### config.mk
export PLATFORM = sky130hd
export DESIGN_NAME = gpio_edge_irq
export DESIGN_NICKNAME = d
export VERILOG_FILES = /design/src/rtl/gpio_pkg.sv /design/src/rtl/gpio_debounce.sv /design/src/rtl/gpio_edge_irq.sv
export SDC_FILE = /design/constraint.sdc
export NUM_CORES = 1
export LEC_CHECK = 0
export CAP_MARGIN = 20
export CELL_PAD_IN_SITES_DETAIL_PLACEMENT = 1
export CELL_PAD_IN_SITES_GLOBAL_PLACEMENT = 1
export CORE_UTILIZATION = 49
export CTS_CLUSTER_DIAMETER = 60
export CTS_CLUSTER_SIZE = 10
export DETAILED_ROUTE_END_ITERATION = 6
export PLACE_DENSITY = 0.95
export SETUP_SLACK_MARGIN = 0.3
export SLEW_MARGIN = 0
export SYNTH_ARGS = -nofsm -noshare
export SYNTH_HDL_FRONTEND = slang
export SYNTH_SLANG_ARGS = --single-unit
### constraint.sdc
create_clock -name HCLK -period 3.1 [get_ports HCLK]
set_input_delay 0.62 -clock HCLK [delete_from_list [all_inputs] [get_ports HCLK]]
set_output_delay 0.62 -clock HCLK [all_outputs]
set_load 0.05 [all_outputs]
### src/rtl/gpio_pkg.sv
// Shared constants for the GPIO edge-interrupt block: register indices and default width.
package gpio_pkg;

  localparam int unsigned GPIO_WIDTH = 32;

  // Register indices decoded from HADDR
  localparam logic [1:0] GPIO_IN      = 2'd0;
  localparam logic [1:0] GPIO_IRQ_EN  = 2'd1;
  localparam logic [1:0] GPIO_IRQ_POL = 2'd2;
  localparam logic [1:0] GPIO_STATUS  = 2'd3;

endpackage

### src/rtl/gpio_debounce.sv
// Single-bit input conditioner: multi-flop synchroniser, debounce counter and stable flop.
// 'change' is high in the cycle before the edge on which 'stable' takes the new value.
module gpio_debounce #(
  parameter int unsigned SYNC_STAGES = 2,
  parameter int unsigned DB_CYCLES   = 4
) (
  input  logic clk,
  input  logic rst,
  input  logic pin,
  output logic stable,
  output logic change
);

  localparam int unsigned CntW = $clog2(DB_CYCLES) + 1;
  localparam logic [CntW-1:0] CntMax = CntW'(DB_CYCLES - 1);

  logic [SYNC_STAGES-1:0] sync_q;
  logic                   sync_out;
  logic                   stable_q, stable_d;
  logic [CntW-1:0]        cnt_q, cnt_d;

  assign sync_out = sync_q[SYNC_STAGES-1];
  assign stable   = stable_q;

  // Synchroniser chain: bit 0 samples the raw pin, the top bit is the chain output
  always_ff @(posedge clk) begin
    if (rst) begin
      sync_q <= '0;
    end else begin
      sync_q <= {sync_q[SYNC_STAGES-2:0], pin};
    end
  end

  // Debounce next state: count consecutive mismatches, accept on the DB_CYCLES-th one
  always_comb begin
    cnt_d    = '0;
    stable_d = stable_q;
    change   = 1'b0;
    if (sync_out != stable_q) begin
      if (cnt_q == CntMax) begin
        stable_d = sync_out;
        change   = 1'b1;
      end else begin
        cnt_d = cnt_q + CntW'(1);
      end
    end
  end

  // Debounce state registers
  always_ff @(posedge clk) begin
    if (rst) begin
      cnt_q    <= '0;
      stable_q <= 1'b0;
    end else begin
      cnt_q    <= cnt_d;
      stable_q <= stable_d;
    end
  end

endmodule

### src/rtl/gpio_edge_irq.sv
// GPIO input edge detector: per-pin conditioning, polarity-qualified edge events latched into
// a write-1-to-clear STATUS register, and a single level interrupt. Simple single-cycle bus.
module gpio_edge_irq
  import gpio_pkg::*;
#(
  parameter int unsigned WIDTH       = GPIO_WIDTH,
  parameter int unsigned SYNC_STAGES = 2,
  parameter int unsigned DB_CYCLES   = 4
) (
  input  logic             HCLK,
  input  logic             HRESET,
  input  logic             HSEL,
  input  logic [1:0]       HADDR,
  input  logic             HWRITE,
  input  logic [WIDTH-1:0] HWDATA,
  output logic [WIDTH-1:0] HRDATA,
  input  logic [WIDTH-1:0] pins,
  output logic             irq
);

  logic [WIDTH-1:0] stable;
  logic [WIDTH-1:0] change;
  logic [WIDTH-1:0] edge_evt;
  logic [WIDTH-1:0] clr;
  logic [WIDTH-1:0] irq_en_q, irq_en_d;
  logic [WIDTH-1:0] irq_pol_q, irq_pol_d;
  logic [WIDTH-1:0] status_q, status_d;
  logic             wr_en;

  for (genvar i = 0; i < WIDTH; i++) begin : g_pin
    gpio_debounce #(
      .SYNC_STAGES (SYNC_STAGES),
      .DB_CYCLES   (DB_CYCLES)
    ) u_debounce (
      .clk    (HCLK),
      .rst    (HRESET),
      .pin    (pins[i]),
      .stable (stable[i]),
      .change (change[i])
    );
  end

  assign wr_en = HSEL & HWRITE;

  // A change flips stable, so its old value tells the direction: old 0 is a rise (pol=1),
  // old 1 is a fall (pol=0). Hence an event wherever old stable differs from pol.
  assign edge_evt = change & (stable ^ irq_pol_q);

  // Register next state: bus writes, then W1C clear with event set taking priority
  always_comb begin
    irq_en_d  = irq_en_q;
    irq_pol_d = irq_pol_q;
    clr       = '0;
    if (wr_en) begin
      case (HADDR)
        GPIO_IRQ_EN:  irq_en_d  = HWDATA;
        GPIO_IRQ_POL: irq_pol_d = HWDATA;
        GPIO_STATUS:  clr       = HWDATA;
        default:      ;
      endcase
    end
    status_d = (status_q & ~clr) | edge_evt;
  end

  // Control and status registers
  always_ff @(posedge HCLK) begin
    if (HRESET) begin
      irq_en_q  <= '0;
      irq_pol_q <= '0;
      status_q  <= '0;
    end else begin
      irq_en_q  <= irq_en_d;
      irq_pol_q <= irq_pol_d;
      status_q  <= status_d;
    end
  end

  // Read mux, combinational from HADDR
  always_comb begin
    HRDATA = '0;
    case (HADDR)
      GPIO_IN:      HRDATA = stable;
      GPIO_IRQ_EN:  HRDATA = irq_en_q;
      GPIO_IRQ_POL: HRDATA = irq_pol_q;
      GPIO_STATUS:  HRDATA = status_q;
      default:      HRDATA = '0;
    endcase
  end

  assign irq = |(status_q & irq_en_q);

endmodule
==> results of run 1 <==
layer usage:
layer | share of wire [%] | up-vias
met5 | 0 | -
met4 | 4.9 | 0
met3 | 6.0 | 149
met2 | 51 | 442
met1 | 38 | 4694
li1 | - | 4194
registers in the layout, summed over array words and instances, names as in the netlist:
| register | flops |
|---|---|
| g_pin.u_debounce.stable | 32 |
| status_q | 32 |
| g_pin.u_debounce.sync_q | 64 |
| irq_en_q | 32 |
| g_pin.u_debounce.cnt_q | 96 |
| irq_pol_q | 32 |
power groups by stage:
stage | sequential (mW) | clock (mW) | combinational (mW)
floorplan | 3.88 | 0 | 0.238
global placement | 3.90 | 0 | 0.394
detailed placement | 3.90 | 0 | 0.410
CTS | 3.83 | 3.62 | 0.428
global route | 3.84 | 3.76 | 0.454
finish | 3.83 | 3.58 | 0.430
layout make-up:
| type | count | area (um2) | area share (%) |
|---|---|---|---|
| Timing Repair Buffer | 122 | 1220 | 8.615 |
| Multi-Input combinational cell | 762 | 5473 | 38.65 |
| Tap cell | 319 | 399.1 | 2.819 |
| Inverter | 96 | 360.3 | 2.545 |
| Clock buffer | 38 | 939.7 | 6.636 |
| Sequential cell | 288 | 5766 | 40.72 |
| Antenna cell | 1 | 2.502 | 0.01767 |
kinds of logic (layout without fill, tap and decap cells):
family / after synthesis / count (layout) / synth area share, %
mux: 64 / 64 / 8.921
flops: 288 / 288 / 48.19
fa+ha+maj: 64 / 64 / 6.693
buf+inv: 146 / 256 / 6.191
simple gates: 426 / 426 / 18.08
compound gates: 176 / 176 / 9.580
xor+xnor: 32 / 32 / 2.343
other cells: 0 / 1 / 0
critical path, delay by kind of cell (launching register included):
kind            cells  cell delay (ns)
buf+inv             1             0.26
flops               1             0.36
simple gates        2             0.75
compound gates      1             0.25
metrics by stage:
step                      hold WS, ns  setup WS, ns  instances  util, %  power, mW
after global routing           0.4396        0.3206       1626    59.79      8.053
after floorplan                0.3990        0.8886       1196        -      4.122
after global placement         0.4064        0.3401       1587    55.76      4.291
after CTS                      0.4218        0.3195       1625    59.74      7.877
final                          0.4203        0.3477       1626    59.79      7.841
after detailed placement       0.4147        0.3498       1587    55.76      4.314
worst paths after layout:
path         depth (start not counted)                             to  slack, ns                     startpoint
max                                  4                            irq       0.35                   status_q[23]
min                                  1   g_pin[1].u_debounce.cnt_q[0]       0.42   g_pin[1].u_debounce.cnt_q[0]
max reg2reg                          4  g_pin[16].u_debounce.cnt_q[0]       1.53  g_pin[16].u_debounce.cnt_q[0]
min reg2reg                          1   g_pin[1].u_debounce.cnt_q[0]       0.42   g_pin[1].u_debounce.cnt_q[0]
cell usage in the layout (no fill, tap or decap), types with 36 or more instances in the layout:
master	synthesis	final
inv_1	96	96
a21oi_1	36	36
a21oi_2	60	60
nor2_1	128	128
buf_4	4	42
clkdlybuf4s50_1	0	66
clkbuf_16	0	37
ha_1	64	64
dfxtp_1	288	288
nand2_1	126	126
nor2b_1	64	64
o21ai_0	64	64
what timing repair did:
| action | CTS | global route |
|---|---|---|
| setup endpoints to repair | 4 | 1 |
| hold buffers | 0 | 0 |
| pin swaps | 0 | 0 |
| gates resized for setup | 7 | 2 |
==> impl_metrics.py, run 1 <==
metrics = {
    "run_status": {
        "outcome": "finished clean",
    },
    "logic_synthesis": {
        "netlist_area_um2": 11960,
        "yosysMostFrequentCell": "dfxtp_1",
        "synthesis.nets": 1330,
        "yosysUniqueCellTypes": 27,
        "synthArstFlopShare_pct": 0,
        "synth_top_area_cell": "dfxtp_1",
        "synth_common_cells": "dfxtp_1, nor2_1, nand2_1, inv_1",
        "synth_area_leaders": "dfxtp_1, ha_1, mux4_2, a21oi_2, nor2_1",
        "synth_top_area_share_pct": 48.19,
        "synth_warnings": 0,
        "synth_ff_type": "dfxtp_1",
        "ys_ff_latch": 288,
        "synth_edf_count": 0,
        "avgSynthCellArea_um2": 10.00,
        "synthCells": 1196,
        "synth_seq_area_share_pct": 48.19,
    },
    "hold_path": {
        "min_path_type": "flop to flop",
    },
    "placed_design": {
        "hpwlAfterDp_mm": 22.79,
        "port-buffer-count": 102,
        "post_dp_cell_area_um2": 13210,
        "gp_congestion": 0.7997,
    },
    "global_route": {
        "antenna_found_initial": 1,
        "grt.overflow.total": 0,
        "met3_usage_pct": 6.042,
        "gr-usage-all-layers_pct": 30.96,
        "grt-busiest-layer": "met2",
        "grt_pass1_vias": 10540,
        "grt_use_met1_pct": 34.62,
        "grtUsageMet2_pct": 55.14,
        "grt_pass1_wl_mm": 58.60,
        "grt_max_degree": 87,
    },
    "setup_path": {
        "critPathMaxStageDelay_ns": 0.63,
        "worstPathRequired_ns": 2.48,
        "cp_max_fo": 3,
        "worstPathCellList": "a22oi_2, nand4_1, or4_1, buf_2",
        "crit_arrival_ns": 2.13,
        "critPathLaunchType": "flop",
        "crit_slowest_cell": "or4_1",
        "critPathKind": "flop to output pin",
        "worstSetupEndpointType": "output pin",
    },
    "sta": {
        "max_freq_ghz": 0.3633,
        "setup_tns_ns": 0,
        "period_minus_slack_ns": 2.752,
        "setup_viol": 0,
        "clock_skew_ns": 0.01426,
        "maxSlewHeadroom_pct": 52.79,
        "min_period_over_period_pct": 88.78,
        "slew_violations": 0,
        "tightest_slew_ns": 0.7082,
        "rsz0062_at_grt": "false",
        "finalHoldViolations": 0,
    },
    "finish": {
        "drive_gt1_share_pct": 14.09,
        "nets": 1438,
        "num-fill-cells": 2602,
        "fin_area_um2": 14160,
        "area_growth_pct": 18.35,
    },
    "cts": {
        "clock_latency_ns": 0.51,
        "path_clk_slew_ns": 0.06,
        "cts_tree": "yes",
        "clockBufferDepth": 3,
        "htree_levels": 2,
        "cts_setup_buffers": 0,
        "cts_root_buffer": "clkbuf_16",
        "cts.sinks": 288,
        "numCtsBuffers": 34,
    },
    "power": {
        "combPwrFrac_pct": 5.5,
        "p_switching_mw": 1.764,
        "powerDensity_nw_per_um2": 553.7,
        "ir_worst_vdd_mv": 0.4201,
        "p_sw_share_pct": 22.50,
        "pwr-share-seq_pct": 48.9,
        "pwr-share-clk_pct": 45.6,
        "internal_power_mw": 6.077,
        "p_leak_nw": 5.404,
    },
    "detailed_routing": {
        "drtPass1Iterations": 5,
        "wl_per_cell_um": 23.17,
        "drc_errors": 0,
        "vias": 9479,
        "antenna_left": 0,
        "via_per_inst": 5.830,
        "drtIter0Drc": 594,
        "routed_wl_mm": 37.68,
    },
    "die": {
        "start_util_pct": 50.52,
        "io_pins": 103,
        "die_area_um2": 25040,
        "num_rows": 56,
        "die_x_um": 158.3,
        "die_h_um": 158.3,
        "core_region_area_um2": 23680,
    },
    "flow_run": {
        "maxCapViolCount": 0,
    },
}
No activity file was read; power rests on OpenSTA's default activity.
==> run 2: changes to the inputs <==
Settings changed: CORE_UTILIZATION 49 to 45, PLACE_DENSITY 0.95 to 0.89.
Clock period 3.1 ns to 3 ns, I/O delays scaled along.
==> run 2 against run 1 <==
  * First-iteration DRC count increased by 1.3%
  * Global-route usage decreased by 4.8 points
  * Die area increased by 8.8%
  * Clock skew decreased by 0.0048 ns
  * Via count decreased by 2.4%
  * Flip-flop and latch count unchanged
  * Sequential power increased by 3%
  * Sequential share of layout area decreased by 0.57 points
  * Non-clock buffer count increased by 1
  * Critical path depth unchanged
  * Cell count increased by 1.1%
  * Combinational power increased by 4.9%
  * Critical endpoint unchanged
  * Largest cell class unchanged
==> impl_metrics.py, run 2 (synthesis gave the netlist of run 1 again) <==
metrics = {
    "sta": {
        "tightest_slew_ns": 0.6973,
        "maxSlewHeadroom_pct": 53.51,
        "rsz0062_at_grt": "false",
        "finalHoldViolations": 0,
        "slew_violations": 0,
        "hold_ws_ns": 0.4169,
        "setup_tns_ns": 0,
        "final.setup.worst_slack_ns": 0.2905,
        "max_freq_ghz": 0.3691,
        "min_period_over_period_pct": 90.32,
        "clock_skew_ns": 0.009455,
        "setup_viol": 0,
        "period_minus_slack_ns": 2.710,
    },
    "power": {
        "p_leak_nw": 5.443,
        "internal_power_mw": 6.271,
        "combPwrFrac_pct": 5.6,
        "p_switching_mw": 1.814,
        "ir_worst_vdd_mv": 0.3965,
        "pwr-share-clk_pct": 45.5,
        "powerDensity_nw_per_um2": 563.0,
        "total_power_mw": 8.085,
        "pwr-share-seq_pct": 48.9,
        "p_sw_share_pct": 22.44,
    },
    "cts": {
        "clock_latency_ns": 0.51,
        "cts_root_buffer": "clkbuf_16",
        "cts.sinks": 288,
        "cts_setup_buffers": 0,
        "numCtsBuffers": 34,
        "path_clk_slew_ns": 0.06,
        "htree_levels": 2,
        "cts_tree": "yes",
        "clockBufferDepth": 3,
    },
    "die": {
        "num_rows": 59,
        "die_h_um": 165.1,
        "io_pins": 103,
        "core_region_area_um2": 26060,
        "start_util_pct": 45.91,
        "die_area_um2": 27240,
        "die_x_um": 165.1,
    },
    "placed_design": {
        "port-buffer-count": 102,
        "place_ws_ns": 0.2988,
        "hpwlAfterDp_mm": 22.12,
        "gp_congestion": 0.8044,
    },
    "setup_path": {
        "critPathKind": "flop to output pin",
        "r2r_cells": 4,
        "cp_max_fo": 3,
        "crit_arrival_ns": 2.11,
        "worstSetupEndpointType": "output pin",
        "critPathLaunchType": "flop",
        "worstPathRequired_ns": 2.40,
    },
    "global_route": {
        "grt.overflow.total": 0,
        "grt_pass1_vias": 10040,
        "gr-usage-all-layers_pct": 26.14,
        "antenna_found_initial": 1,
        "grt_pass1_wl_mm": 54.59,
        "grt_max_degree": 79,
    },
    "detailed_routing": {
        "wl_met1_mm": 14.32,
        "met3_length_mm": 2.020,
        "via_per_inst": 5.625,
        "drc_errors": 0,
        "routed.top_layer": "met4",
        "drtIter0Drc": 602,
        "antenna_left": 0,
        "routed_wl_mm": 35.02,
        "drtPass1Iterations": 5,
        "wl_per_cell_um": 21.30,
        "wl_met2_mm": 16.89,
        "vias": 9248,
    },
    "finish": {
        "seq_area_um2": 5766,
        "num-fill-cells": 2817,
        "reg.largest.list": "g_pin.u_debounce.cnt_q x96, g_pin.u_debounce.sync_q x64",
        "largest-register": "g_pin.u_debounce.cnt_q",
        "multi_input_area_um2": 5477,
        "largest_reg_flops": 96,
        "nets": 1439,
        "drive_gt1_share_pct": 14.14,
        "layout_common_cells": "dfxtp_1, nor2_1, nand2_1, inv_1, clkdlybuf4s50_1",
        "area_growth_pct": 20.03,
        "layout_commonest_cell": "dfxtp_1",
    },
    "run_status": {
        "outcome": "finished clean",
    },
    "flow_run": {
        "maxCapViolCount": 0,
    },
    "hold_path": {
        "hold_path_depth": 1,
        "min_path_type": "flop to flop",
    },
}
[run 2: cell types whose count changed in the layout (fill, tap and decap cells not counted), sizes merged]
cell and change:
buf +1, clkbuf +1
[run 2: critical path, cell delays in order (launching register included)]
cell     delay [ns]
dfxtp_1        0.34
a22oi_1        0.27
nand4_1        0.22
or4_4          0.56
buf_4          0.21
[run 2: area by class of cell]
class                      instances  area share (%)
inverter                          96           2.509
sequential                       288           40.15
timing repair buffer             123           9.767
tap                              335           2.919
antenna                            1         0.01743
clock buffer                      39           6.500
multi-input combinational        762           38.14
[run 2: per-stage QoR]
step | instances | area (um2) | utilization (%)
after detailed placement | 1604 | 13410 | 51.45
after floorplan | 1196 | 11960 | -
after global routing | 1644 | 14360 | 55.11
after global placement | 1604 | 13410 | 51.45
after CTS | 1643 | 14350 | 55.06
final | 1644 | 14360 | 55.11
[run 2: what timing repair did]
| item | 4_1_cts | 5_1_grt |
|---|---|---|
| hold buffers | 0 | 0 |
| resized for setup | 8 | 2 |
| endpoints found under the hold margin | 0 | 0 |
| endpoints found under the setup margin | 1 | 1 |
| pin swaps | 0 | 4 |
[run 2: power by group through the flow]
stage | registers, mW | logic (mW) | clock network [mW]
after floorplan | 4.01 | 0.246 | 0
after global placement | 4.03 | 0.424 | 0
after detailed placement | 4.03 | 0.437 | 0
after CTS | 3.95 | 0.450 | 3.72
after global routing | 3.96 | 0.479 | 3.88
final | 3.96 | 0.451 | 3.68
[run 2: layer usage]
layer / global-route usage (%) / vias up
met5: 0 / -
met4: 13.09 / 0
met3: 5.819 / 118
met2: 44.56 / 340
met1: 30.85 / 4591
li1: - / 4199
[run 2: path summary, 6_finish.rpt]
path	startpoint	slack (ns)	end
worst max-delay path	status_q[29]	0.29	irq
worst min register to register	g_pin[25].u_debounce.cnt_q[0]	0.42	g_pin[25].u_debounce.cnt_q[0]
worst max register to register	g_pin[28].u_debounce.cnt_q[0]	1.51	g_pin[28].u_debounce.cnt_q[0]
worst min-delay path	g_pin[25].u_debounce.cnt_q[0]	0.42	g_pin[25].u_debounce.cnt_q[0]
==> run 3: changes to the inputs <==
Settings changed: ABC_AREA set to 1, CORE_UTILIZATION 45 to 42.
==> run 3 against run 2 <==
  * Synthesized cell count increased by 26%
  * Flip-flop and latch count is the same
  * Utilization shrank 2.2 points
  * Maximum frequency grew 4.8%
  * Sequential power barely moved
  * Synthesized area shrank 3.4%
  * Worst setup slack improved by 0.12 ns
  * Clock skew down 0.0014 ns
  * First-iteration DRC count decreased by 23%
  * Largest cell class unchanged
  * Highest routed layer is now met5
==> impl_metrics.py, run 3 <==
metrics = {
    "run_status": {
        "outcome": "finished clean",
    },
    "setup_path": {
        "worstSetupEndpointType": "output pin",
        "worstPathRequired_ns": 2.40,
        "worst-r2r-setup-slack_ns": 1.78,
        "crit_slowest_cell": "bufbuf_16",
        "worstPathCellList": "dlygate4sd2_1, inv_1, nor2_4, bufbuf_16, nand2_1, nand4_1, buf_12",
        "critPathMaxStageDelay_ns": 0.36,
        "critPathLaunchType": "input port",
        "cp_max_fo": 16,
        "critPathKind": "input port to output pin",
        "crit_arrival_ns": 1.99,
    },
    "global_route": {
        "antenna_found_initial": 1,
        "grt.overflow.total": 0,
        "met3_usage_pct": 3.291,
        "grt_pass1_wl_mm": 51.85,
        "grt_pass1_vias": 10530,
        "gr-usage-all-layers_pct": 23.05,
        "grtUsageMet2_pct": 43.35,
        "grt_use_met1_pct": 26.02,
        "grt-busiest-layer": "met2",
        "grt_max_degree": 69,
    },
    "detailed_routing": {
        "vias": 9860,
        "via_per_inst": 5.043,
        "drtPass1Iterations": 4,
        "wl_per_cell_um": 16.18,
        "drc_errors": 0,
        "routed_wl_mm": 31.63,
        "drtIter0Drc": 464,
        "antenna_left": 0,
    },
    "placed_design": {
        "port-buffer-count": 102,
        "post_dp_cell_area_um2": 13300,
        "post-place-cells": 1915,
        "gp_congestion": 0.7685,
        "hpwlAfterDp_mm": 21.17,
    },
    "finish": {
        "largest_reg_flops": 96,
        "drive_gt1_share_pct": 6.010,
        "fin_area_um2": 14270,
        "diodes": 0,
        "layout_commonest_cell": "nor2_1",
        "area_growth_pct": 23.52,
        "largest-register": "g_pin.u_debounce.cnt_q",
        "nets": 1745,
        "reg.largest.list": "g_pin.u_debounce.cnt_q x96, g_pin.u_debounce.sync_q x64",
        "multi_input_area_um2": 4918,
        "num-fill-cells": 3201,
        "layout_common_cells": "nor2_1, dfxtp_1, nand2_1, inv_1, o21ai_0",
        "finalNonFillerCells": 1955,
        "seq_area_um2": 5766,
    },
    "die": {
        "start_util_pct": 42.87,
        "num_rows": 60,
        "die_area_um2": 28180,
        "core_region_area_um2": 26950,
        "io_pins": 103,
        "die_x_um": 167.9,
        "die_h_um": 167.9,
    },
    "cts": {
        "path_clk_slew_ns": 0.05,
        "cts_setup_buffers": 0,
        "clockBufferDepth": 3,
        "cts.sinks": 288,
        "htree_levels": 2,
        "cts_root_buffer": "clkbuf_16",
        "cts_tree": "yes",
        "numCtsBuffers": 34,
        "clock_latency_ns": 0.50,
    },
    "sta": {
        "period_minus_slack_ns": 2.586,
        "min_period_over_period_pct": 86.18,
        "setup_viol": 0,
        "max_freq_ghz": 0.3868,
        "slew_violations": 0,
        "setup_tns_ns": 0,
        "hold_ws_ns": 0.3991,
        "rsz0062_at_grt": "false",
        "tightest_slew_ns": 0.7210,
        "finalHoldViolations": 0,
        "clock_skew_ns": 0.008105,
        "maxSlewHeadroom_pct": 51.93,
    },
    "hold_path": {
        "min_path_type": "flop to flop",
    },
    "logic_synthesis": {
        "synth_area_leaders": "dfxtp_1, nor2_1, nand2_1, ha_1, inv_1",
        "synth_top_area_cell": "dfxtp_1",
        "synthesis.nets": 1640,
        "synth_warnings": 0,
        "synth_common_cells": "nor2_1, dfxtp_1, nand2_1, inv_1, o21ai_0",
        "synthArstFlopShare_pct": 0,
        "netlist_area_um2": 11550,
        "synth_seq_area_share_pct": 49.90,
        "ys_ff_latch": 288,
        "synth_top_area_share_pct": 49.90,
        "avgSynthCellArea_um2": 7.672,
        "yosysMostFrequentCell": "nor2_1",
        "synthCells": 1506,
        "yosysUniqueCellTypes": 22,
        "synth_edf_count": 0,
        "synth_ff_type": "dfxtp_1",
    },
    "power": {
        "total_power_mw": 8.124,
        "ir_worst_vdd_mv": 0.4350,
        "powerDensity_nw_per_um2": 569.2,
        "p_leak_nw": 6.202,
    },
    "flow_run": {
        "maxCapViolCount": 0,
    },
}
## run 3: cell types whose count changed in the layout (fill, tap and decap cells not counted), moves of 31 or more
cell     change
mux2i_1     -32
or3_1       -32
nand2_1    +156
and3b_1     -32
xor2_1      +31
nor3b_1     -32
nor2b_1     -64
nand3_1     +63
a21oi_2     -60
nor2_1     +246
inv_1       +77
## run 3: worst max-delay path: cells and delay by family
family	cells	cell delay [ns]
AND/OR/NAND/NOR	3	0.42
buffers and inverters	4	0.96
## run 3: cell type report
class	instances	share of cell area [%]
Clock buffer	39	6.540
Multi-Input combinational cell	991	34.46
Sequential cell	288	40.40
Inverter	177	4.655
Tap cell	341	2.990
Timing Repair Buffer	119	10.95
## run 3: worst paths after layout
| check | from | end | depth (start not counted) |
|---|---|---|---|
| max | HADDR[0] | HRDATA[29] | 7 |
| min | g_pin[9].u_debounce.sync_q[0] | g_pin[9].u_debounce.sync_q[1] | 2 |
| max reg2reg | g_pin[3].u_debounce.cnt_q[0] | g_pin[3].u_debounce.cnt_q[1] | 5 |
| min reg2reg | g_pin[9].u_debounce.sync_q[0] | g_pin[9].u_debounce.sync_q[1] | 2 |
## run 3: report_power, final
group,total (mW),switching (mW),internal (mW)
combinational,0.520,0.300,0.220
clock,3.64,1.48,2.16
sequential,3.97,0.0535,3.91
total,8.12,1.83,6.30
## run 3: per-layer routing
layer / routed length, um / part of all wire [%]
met3: 1312 / 4.1
met4: 1011 / 3.2
met1: 13060 / 41
met5: 13 / 0.041
met2: 16240 / 51
## run 3: cells by family (layout without fill, tap and decap cells)
family                     count (synthesis)  after routing  share of synthesized area (%)
and+or+nand+nor                          753            753                          25.88
buffers and inverters                    227            335                          7.613
xor gates and xnor gates                  58             58                          4.397
adders and majority gates                 64             64                          6.931
AOI/OAI and AO/OA                        116            116                          5.274
DFF                                      288            288                          49.90
## run 3: metrics by stage
stage	util, %	setup slack [ns]
6_report	52.95	0.4145
5_1_grt	52.95	0.3166
4_1_cts	52.95	0.3808
3_5_place_dp	49.36	0.1856
3_3_place_gp	49.36	0.2658
2_1_floorplan	-	0.7794
## run 3: repair_timing
| item | in CTS | in global routing |
|---|---|---|
| pin swaps | 1 | 1 |
| resized for setup | 4 | 0 |
| endpoints found under the setup margin | 32 | 3 |
| hold buffers | 0 | 0 |
| cloned | 1 | 0 |
